`src/rtl/seq_alu.sv`:
```
// seq_alu: registered ALU executing the 4-bit SEL op set on WIDTH-bit
// operands. It keeps the carry (C) and zero (Z) flags in internal registers,
// so ADDC, SUBC, LSL and LSR take their carry-in from the stored C flag.
//
// Optional macro SEQ_ALU_MUL_EN:
//   defined   - SEL=15 starts a multi-cycle unsigned shift-add multiply,
//               using the BUSY/DONE handshake.
//   undefined - SEL=15 is a one-cycle NOP and BUSY is tied to 0.
//
// Ports:
//   CLK        rising-edge clock
//   RST_N      synchronous, active-low reset
//   START      request to execute SEL on A, B
//   SEL        operation select
//   A, B       operands (A is the destination register value)
//   FLAG_LD    load C/Z from FLAG_C_IN/FLAG_Z_IN (only while idle)
//   FLAG_C_IN  value loaded into C on FLAG_LD
//   FLAG_Z_IN  value loaded into Z on FLAG_LD
//   RESULT     registered result
//   WR_EN      pulses with DONE when RESULT must be written back
//   C, Z       registered flags
//   BUSY       multiply in progress
//   DONE       one-cycle pulse: RESULT/flags updated this cycle
module seq_alu #(
  parameter int unsigned WIDTH = 8
) (
  input  logic             CLK,
  input  logic             RST_N,
  input  logic             START,
  input  logic [3:0]       SEL,
  input  logic [WIDTH-1:0] A,
  input  logic [WIDTH-1:0] B,
  input  logic             FLAG_LD,
  input  logic             FLAG_C_IN,
  input  logic             FLAG_Z_IN,
  output logic [WIDTH-1:0] RESULT,
  output logic             WR_EN,
  output logic             C,
  output logic             Z,
  output logic             BUSY,
  output logic             DONE
);

  localparam int unsigned EW = WIDTH + 1;

  localparam logic [3:0] OP_ADD  = 4'd0;
  localparam logic [3:0] OP_ADDC = 4'd1;
  localparam logic [3:0] OP_SUB  = 4'd2;
  localparam logic [3:0] OP_SUBC = 4'd3;
  localparam logic [3:0] OP_CMP  = 4'd4;
  localparam logic [3:0] OP_AND  = 4'd5;
  localparam logic [3:0] OP_OR   = 4'd6;
  localparam logic [3:0] OP_XOR  = 4'd7;
  localparam logic [3:0] OP_TEST = 4'd8;
  localparam logic [3:0] OP_LSL  = 4'd9;
  localparam logic [3:0] OP_LSR  = 4'd10;
  localparam logic [3:0] OP_ROL  = 4'd11;
  localparam logic [3:0] OP_ROR  = 4'd12;
  localparam logic [3:0] OP_ASR  = 4'd13;
  localparam logic [3:0] OP_MOV  = 4'd14;
  localparam logic [3:0] OP_MUL  = 4'd15;

  logic [WIDTH-1:0] result_q, result_d;
  logic             c_q, c_d;
  logic             z_q, z_d;
  logic             done_q, done_d;
  logic             wr_en_q, wr_en_d;
  logic             idle_c;

`ifdef SEQ_ALU_MUL_EN
  localparam int unsigned CNT_W = $clog2(WIDTH + 1);
  localparam int unsigned PW    = 2 * WIDTH;

  typedef enum logic {
    ST_IDLE = 1'b0,
    ST_MUL  = 1'b1
  } state_e;

  state_e           state_q, state_d;
  logic [PW-1:0]    acc_q, acc_d;
  logic [PW-1:0]    mcand_q, mcand_d;
  logic [WIDTH-1:0] mplier_q, mplier_d;
  logic [CNT_W-1:0] cnt_q, cnt_d;
  logic [PW-1:0]    acc_nxt;

  assign idle_c = (state_q == ST_IDLE);
`else
  assign idle_c = 1'b1;
`endif

  // Single-cycle op decode: computed value, carry, and which state it updates
  logic [WIDTH-1:0] op_val;
  logic             op_c;
  logic             op_upd_r;
  logic             op_upd_cz;
  logic [EW-1:0]    ext;

  always_comb begin
    op_val    = '0;
    op_c      = 1'b0;
    op_upd_r  = 1'b1;
    op_upd_cz = 1'b1;
    ext       = '0;
    case (SEL)
      OP_ADD: begin
        ext    = {1'b0, A} + {1'b0, B};
        op_val = ext[WIDTH-1:0];
        op_c   = ext[WIDTH];
      end
      OP_ADDC: begin
        ext    = {1'b0, A} + {1'b0, B} + EW'(c_q);
        op_val = ext[WIDTH-1:0];
        op_c   = ext[WIDTH];
      end
      OP_SUB: begin
        ext    = {1'b0, A} - {1'b0, B};
        op_val = ext[WIDTH-1:0];
        op_c   = ext[WIDTH];
      end
      OP_SUBC: begin
        ext    = {1'b0, A} - {1'b0, B} - EW'(c_q);
        op_val = ext[WIDTH-1:0];
        op_c   = ext[WIDTH];
      end
      OP_CMP: begin
        ext      = {1'b0, A} - {1'b0, B};
        op_val   = ext[WIDTH-1:0];
        op_c     = ext[WIDTH];
        op_upd_r = 1'b0;
      end
      OP_AND:  op_val = A & B;
      OP_OR:   op_val = A | B;
      OP_XOR:  op_val = A ^ B;
      OP_TEST: begin
        op_val   = A & B;
        op_upd_r = 1'b0;
      end
      OP_LSL: begin
        op_val = {A[WIDTH-2:0], c_q};
        op_c   = A[WIDTH-1];
      end
      OP_LSR: begin
        op_val = {c_q, A[WIDTH-1:1]};
        op_c   = A[0];
      end
      OP_ROL: begin
        op_val = {A[WIDTH-2:0], A[WIDTH-1]};
        op_c   = A[WIDTH-1];
      end
      OP_ROR: begin
        op_val = {A[0], A[WIDTH-1:1]};
        op_c   = A[0];
      end
      OP_ASR: begin
        op_val = {A[WIDTH-1], A[WIDTH-1:1]};
        op_c   = A[0];
      end
      OP_MOV: begin
        op_val    = B;
        op_upd_cz = 1'b0;
      end
      default: begin
        // SEL=15 outside the multiplier: NOP leaving RESULT and flags alone
        op_upd_r  = 1'b0;
        op_upd_cz = 1'b0;
      end
    endcase
  end

  // Next-state logic: op acceptance, flag restore and multiply iterations
  always_comb begin
    result_d = result_q;
    c_d      = c_q;
    z_d      = z_q;
    done_d   = 1'b0;
    wr_en_d  = 1'b0;
`ifdef SEQ_ALU_MUL_EN
    state_d  = state_q;
    acc_d    = acc_q;
    mcand_d  = mcand_q;
    mplier_d = mplier_q;
    cnt_d    = cnt_q;
    acc_nxt  = mplier_q[0] ? (acc_q + mcand_q) : acc_q;
`endif

    if (idle_c) begin
      // Flag restore takes priority over a simultaneous START
      if (FLAG_LD) begin
        c_d = FLAG_C_IN;
        z_d = FLAG_Z_IN;
      end else if (START) begin
`ifdef SEQ_ALU_MUL_EN
        if (SEL == OP_MUL) begin
          acc_d    = '0;
          mcand_d  = {{WIDTH{1'b0}}, A};
          mplier_d = B;
          cnt_d    = CNT_W'(WIDTH);
          state_d  = ST_MUL;
        end else
`endif
        begin
          if (op_upd_r) begin
            result_d = op_val;
          end
          if (op_upd_cz) begin
            c_d = op_c;
            z_d = (op_val == '0);
          end
          done_d  = 1'b1;
          wr_en_d = op_upd_r;
        end
      end
    end

`ifdef SEQ_ALU_MUL_EN
    if (state_q == ST_MUL) begin
      acc_d    = acc_nxt;
      mcand_d  = mcand_q << 1;
      mplier_d = mplier_q >> 1;
      cnt_d    = cnt_q - CNT_W'(1);
      // Last iteration publishes the product directly from acc_nxt
      if (cnt_q == CNT_W'(1)) begin
        result_d = acc_nxt[WIDTH-1:0];
        c_d      = |acc_nxt[PW-1:WIDTH];
        z_d      = (acc_nxt[WIDTH-1:0] == '0);
        done_d   = 1'b1;
        wr_en_d  = 1'b1;
        state_d  = ST_IDLE;
      end
    end
`endif
  end

  // State registers with synchronous active-low reset
  always_ff @(posedge CLK) begin
    if (!RST_N) begin
      result_q <= '0;
      c_q      <= 1'b0;
      z_q      <= 1'b0;
      done_q   <= 1'b0;
      wr_en_q  <= 1'b0;
`ifdef SEQ_ALU_MUL_EN
      state_q  <= ST_IDLE;
      acc_q    <= '0;
      mcand_q  <= '0;
      mplier_q <= '0;
      cnt_q    <= '0;
`endif
    end else begin
      result_q <= result_d;
      c_q      <= c_d;
      z_q      <= z_d;
      done_q   <= done_d;
      wr_en_q  <= wr_en_d;
`ifdef SEQ_ALU_MUL_EN
      state_q  <= state_d;
      acc_q    <= acc_d;
      mcand_q  <= mcand_d;
      mplier_q <= mplier_d;
      cnt_q    <= cnt_d;
`endif
    end
  end

  assign RESULT = result_q;
  assign C      = c_q;
  assign Z      = z_q;
  assign DONE   = done_q;
  assign WR_EN  = wr_en_q;
`ifdef SEQ_ALU_MUL_EN
  assign BUSY   = (state_q == ST_MUL);
`else
  assign BUSY   = 1'b0;
`endif

endmodule

```
`config.mk`:
```
export PLATFORM = sky130hd
export DESIGN_NAME = seq_alu
export DESIGN_NICKNAME = d
export VERILOG_FILES = /design/src/rtl/seq_alu.sv
export SDC_FILE = /design/constraint.sdc
export NUM_CORES = 1
export LEC_CHECK = 0
export ABC_AREA = 1
export CAP_MARGIN = 20
export CORE_MARGIN = 2
export CORE_UTILIZATION = 50
export CTS_CLUSTER_SIZE = 30
export DETAILED_ROUTE_END_ITERATION = 8
export GPL_TIMING_DRIVEN = 0
export PLACE_DENSITY = 0.71
export SYNTH_ARGS = -nofsm -noshare
export SYNTH_HDL_FRONTEND = slang
export SYNTH_SLANG_ARGS = --single-unit
```
`constraint.sdc`:
```
create_clock -name CLK -period 3.6 [get_ports CLK]
set_input_delay 0.72 -clock CLK [delete_from_list [all_inputs] [get_ports CLK]]
set_output_delay 0.72 -clock CLK [all_outputs]
set_load 0.01 [all_outputs]
```
[Word-level counts from Yosys, hierarchy flattened]
Cells that the tools add are included.
Storage, ports and cells
  register bits: 12
  bits of input ports: 26
  output and inout bits: 13
  word-level logic and storage cells: 54
Operators by class
  $add $sub $neg: 4
  equal/unequal tests: 14
  muxes and demuxes: 11
  bitwise gates (word level): 6
  reduce and logical (&&, ||, !) cells: 14
Operator list (number)
  8-bit one-hot mux with 13 select lines: 1
  4-bit equality test (second input constant): 7
  4-bit by 3-bit equality test with 1-bit output (second input constant): 4
  14-bit OR reduction: 1
  13-bit OR reduction: 1
  8-bit by 8-bit adder with 9-bit output: 1
  9-bit by 1-bit adder with 9-bit output: 1
  1-bit 2-to-1 mux: 9
  8-bit by 8-bit subtractor with 9-bit output: 1
  9-bit by 1-bit subtractor with 9-bit output: 1
  8-bit AND: 1
  4-bit by 2-bit equality test with 1-bit output (second input constant): 2
  8-bit zero test: 1
  8-bit OR: 1
  2-bit OR reduction: 4
  8-bit XOR: 1
  1-bit one-hot mux with 6 select lines: 1
  3-bit OR reduction: 2
  4-bit by 1-bit equality test with 1-bit output (second input constant): 1
  4-bit zero test: 1
  2-bit nonzero test: 2
  1-bit inverter: 3
  3-bit AND reduction: 1
  2-bit AND reduction: 1

[Longest topological paths before layout]
  word-level depth: 7
  gate-level depth with buffers: 18
  gate-level depth less buffers: 18

[Least setup slack after synthesis]
No wires, ideal clock.
  path type: input-to-reg
  start point: input A[0]
  end point: register z_q, in the netlist Z
  setup time: 0.066 ns
  data arrival time: 2.630 ns
  required time: 3.534 ns
  slack: 0.904 ns
  cell stages on the path: 18
  path buffers: 0
  path through: inv_1 > ha_1 > inv_1 > fa_1 > inv_1 > ha_1 > inv_1 > nand2_1 > o21ai_0 > nor2_2 > nand2_1 > nor2_1 > nand3_1 > nor2_1 > nand2_1 > nor2_1 > nand3_1 > a21oi_2
On the way
  longest elaborated chain between the ends: 7
  elaborated cells on any way between the ends: 12
  those cells by class: add/sub: 4; mux: 4; bitwise: 3; reduce/logical: 1
Ends and longest elaborated chain
  start: declaration: RTL line 31  | input logic [WIDTH-1:0] A,
  8-bit by 8-bit subtractor with 9-bit output / 8-bit by 8-bit adder with 9-bit output (equally long branches)
  9-bit by 1-bit subtractor with 9-bit output / 9-bit by 1-bit adder with 9-bit output (equally long branches): RTL line 121, 111
  8-bit one-hot mux with 13 select lines (*): RTL line 104  | case (SEL)
  8-bit zero test (*): RTL line 207  | z_d = (op_val == '0);
  1-bit 2-to-1 mux (*): RTL line 205  | if (op_upd_cz) begin
  1-bit 2-to-1 mux (*): RTL line 191  | end else if (START) begin
  1-bit 2-to-1 mux (*): RTL line 188  | if (FLAG_LD) begin
  end signal: assignment: RTL line 252  | z_q <= z_d;
  end: declaration: RTL line 65  | logic z_q, z_d;
Every way passes the cells marked *; elsewhere a longest branch is shown, timed or not. The select of a mux whose other input is x is not followed.
A chain may end at the register's enable or synchronous reset.

[Worst setup path in the final report]
Ends and elaborated chain as after synthesis.

==> summary.txt <==
Status
  • Status: completed

Placement
  • Dpl hpwl: 7.27 mm
  • RePlAce Congestion: 0.984
  • Dpl ws: 0.0118 ns
  • # port buffers: 36

STA
  • RSZ-0062 raised after global routing: no
  • Hold Vio Cnt, Final: 0
  • Hold WS: 0.493 ns
  • Fmax: 0.298 GHz
  • Clk_skew: 0.00125 ns
  • Relative max-transition margin: 56.9%
  • Setup WS post-layout: 0.247 ns
  • Tcrit/Tclk final: 93.2%
  • Setup TNS: 0 ns
  • Fin. max-slew vios: 0
  • Worst-Margin Slew: 0.645 ns
  • Clock period minus worst slack: 3.35 ns
  • Setup violators final: 0

Critical path
  • Worst Setup SP: A[0]
  • WP data required: 3.78 ns
  • Critical path class: primary input to register
  • CP endpoint kind: register
  • Register-to-register setup slack: 1.49 ns
  • Startpoint types: primary input
  • Crit path max fanout: 4
  • FF-to-FF Start: C$_SDFFE_PN0P_
  • Crit path DAT: 3.53 ns

Global routing
  • Total GRT Usage: 29.6%
  • Initial antenna violation count: 0
  • Overflow after GRT: 0
  • Number of global-route vias before repair: 3,244
  • First-pass GRT wire length: 14.7 mm
  • Largest net degree at the start of global routing: 11

CTS
  • CTS Hold Bufs: 0
  • CTS Buf Count: 3
  • H-tree depth: 1
  • Clock buffer depth: 2
  • Clock Sinks: 12
  • Worst-path clk slew: 0.05 ns
  • Clk_lat worst skew: 0.24 ns
  • Root buffer cell: clkbuf_8
  • Post-CTS setup repair buffer count: 0
  • Number of gates resized after cts: 0
  • CTS tree: done

Power and ir drop
  • Max IR drop VDD: 0.162 mV
  • Final Total Pwr: 728 µW
  • LEAKAGE: 0.00170 µW
  • PD cells: 223 nW/µm²

Routing
  • Starting DRC count in detailed routing: 208
  • Detailed-route DRC error count: 0
  • Total wire length: 8.71 mm
  • WL/cell: 14.1 µm
  • DR pass1 iterations: 5
  • Antenna viol nets, final: 0
  • Vias: 3,348
  • Vias per inst: 5.42

Synthesis
  • XOR/XNOR Fraction of Synth Area: 0%
  • Proportion of synthesized area in mux cells: 0%
  • Synth Warn #: 0
  • Compound-Gate Fraction of Synth Area: 11.1%
  • Synth Area in Adders: 14.2%
  • Largest family of logic cells by synthesized area: simple AND/OR/NAND/NOR gates
  • Synth Area per Inst: 5.44 µm²
  • Mapped cell area: 2750 µm²
  • Synth Area in Simple Gates: 52.7%
  • Unique masters post-synth: 31
  • Register bit total from synthesis: 12
  • Largest cells by area after synthesis: nand2_1 22%, ha_1 13%, nand3_1 11%
  • Share of the synthesized area in the top cell type: 21.5%
  • Cells after Synth: 506
  • Syn Nets: 562
  • Seq/Total Area, Yosys: 8.72%
  • Dominant cell type by area after synthesis: nand2_1

Floorplanning
  • Die extent in x: 78.2 µm
  • Starting density of the core: 50.9%
  • Area of the core: 5410 µm²
  • Rows: 27
  • Die H: 78.2 µm
  • Number of top-level pins: 39
  • Die area: 6120 µm²

Layout
  • Area Growth Syn to Fin: 18.4%
  • Final net count: 603
  • Fillers: 583
  • Share of post-route cells with drive strength above 1: 11.7%
  • N_diodes: 0

Min path
  • Hold Path Class: register to register
  • Hold Startpoint: RESULT[0]$_SDFFE_PN0P_

Run
  • Max-capacitance violation count: 0
[power by group]
part / switching [µW] / internal (µW)
combinational: 283 / 156
clock: 46.2 / 96.3
sequential: 4.98 / 142
[layer usage]
layer / GRT usage [%] / wire length [µm] / up-vias
met4: 15.6 / 453 / 0
li1: - / - / 1684
met5: 0 / 0 / -
met1: 37.2 / 3850 / 1496
met3: 1.95 / 510 / 32
met2: 50.4 / 3890 / 136
[cell usage in the layout, fill, tap and decap left out]
| master | Yosys | routed |
|---|---|---|
| nand2_1 | 158 | 158 |
| inv_1 | 69 | 69 |
| nand3_1 | 60 | 60 |
| nor2_1 | 55 | 55 |
| clkdlybuf4s50_1 | 0 | 36 |
| ha_1 | 28 | 28 |
| o21ai_0 | 19 | 19 |
| nand2_2 | 18 | 18 |
| a21oi_1 | 14 | 14 |
| dfxtp_1 | 12 | 12 |
| nor2_2 | 12 | 12 |
| nand4_1 | 11 | 11 |
| inv_2 | 10 | 10 |
| nor3_1 | 4 | 4 |
| o211ai_1 | 4 | 4 |
| clkbuf_8 | 0 | 4 |
| buf_4 | 3 | 3 |
| buf_6 | 3 | 3 |
| a21oi_2 | 3 | 3 |
| nand3_2 | 3 | 3 |
| o22ai_1 | 3 | 3 |
| nor3_2 | 2 | 2 |
| buf_2 | 2 | 2 |
| a31oi_1 | 2 | 2 |
| a21oi_4 | 2 | 2 |
| fa_1 | 2 | 2 |
| o21a_1 | 1 | 1 |
| o21bai_1 | 1 | 1 |
| nand2_4 | 1 | 1 |
| or2_2 | 1 | 1 |
| nand3b_1 | 1 | 1 |
| o21ai_1 | 1 | 1 |
| conb_1 | 1 | 1 |
[sequential cells by signal (all words and copies together), names as in the netlist]
| name | cells |
|---|---|
| C | 1 |
| DONE | 1 |
| RESULT | 8 |
| WR_EN | 1 |
| Z | 1 |
[layout make-up]
class,count,area (µm²),share of cell area (%)
multi-input cells,407,2150,66.0
repair buffers,36,360,11.1
inverters,79,297,9.10
flip-flops and latches,12,240,7.37
well taps,72,90.1,2.76
plain buffers,8,66.3,2.03
clock buffers,4,55.1,1.69
[metrics by stage]
stage               cell area, µm²  cells  utilization [%]
floorplan                     2750    506                -
global route                  3260    618             60.3
finish                        3260    618             60.3
detailed placement            3200    614             59.3
CTS                           3260    618             60.3
global placement              3200    614             59.3
[worst max-delay path: stages]
cell	delay, ns
clkdlybuf4s50_1	0.48
inv_1	0.13
ha_1	0.16
inv_1	0.09
fa_1	0.52
inv_1	0.06
ha_1	0.27
inv_1	0.03
nand2_1	0.05
o21ai_0	0.10
nor2_2	0.16
nand2_1	0.06
nor2_1	0.10
nand3_1	0.08
nor2_1	0.10
nand2_1	0.05
nor2_1	0.10
nand3_1	0.13
a21oi_2	0.13
[kinds of logic after synthesis]
group,Yosys count
AOI/OAI and AO/OA,50
adders and majority gates,30
buffers and inverters,87
DFF,12
other,1
and+or+nand+nor,326
[final timing paths]
path	to	cells past startpoint
setup / recovery	Z$_SDFFE_PN0P_	19
setup reg to reg	Z$_SDFFE_PN0P_	15
hold reg to reg	RESULT[0]$_SDFFE_PN0P_	2
hold / removal	RESULT[0]$_SDFFE_PN0P_	2
[synth_stat cells]
cell type,number
nor2_1,55
dfxtp_1,12
conb_1,1
ha_1,28
nand2_1,158
o22ai_1,3
o21bai_1,1
a21oi_4,2
o211ai_1,4
nor3_1,4
buf_2,2
nand3_1,60
a31oi_1,2
buf_4,3
or2_2,1
o21ai_0,19
nor3_2,2
inv_2,10
nand4_1,11
o21a_1,1
buf_6,3
nand3_2,3
nand2_2,18
nand2_4,1
o21ai_1,1
nand3b_1,1
inv_1,69
a21oi_2,3
fa_1,2
a21oi_1,14
nor2_2,12
No activity file was read; power rests on OpenSTA's default activity.
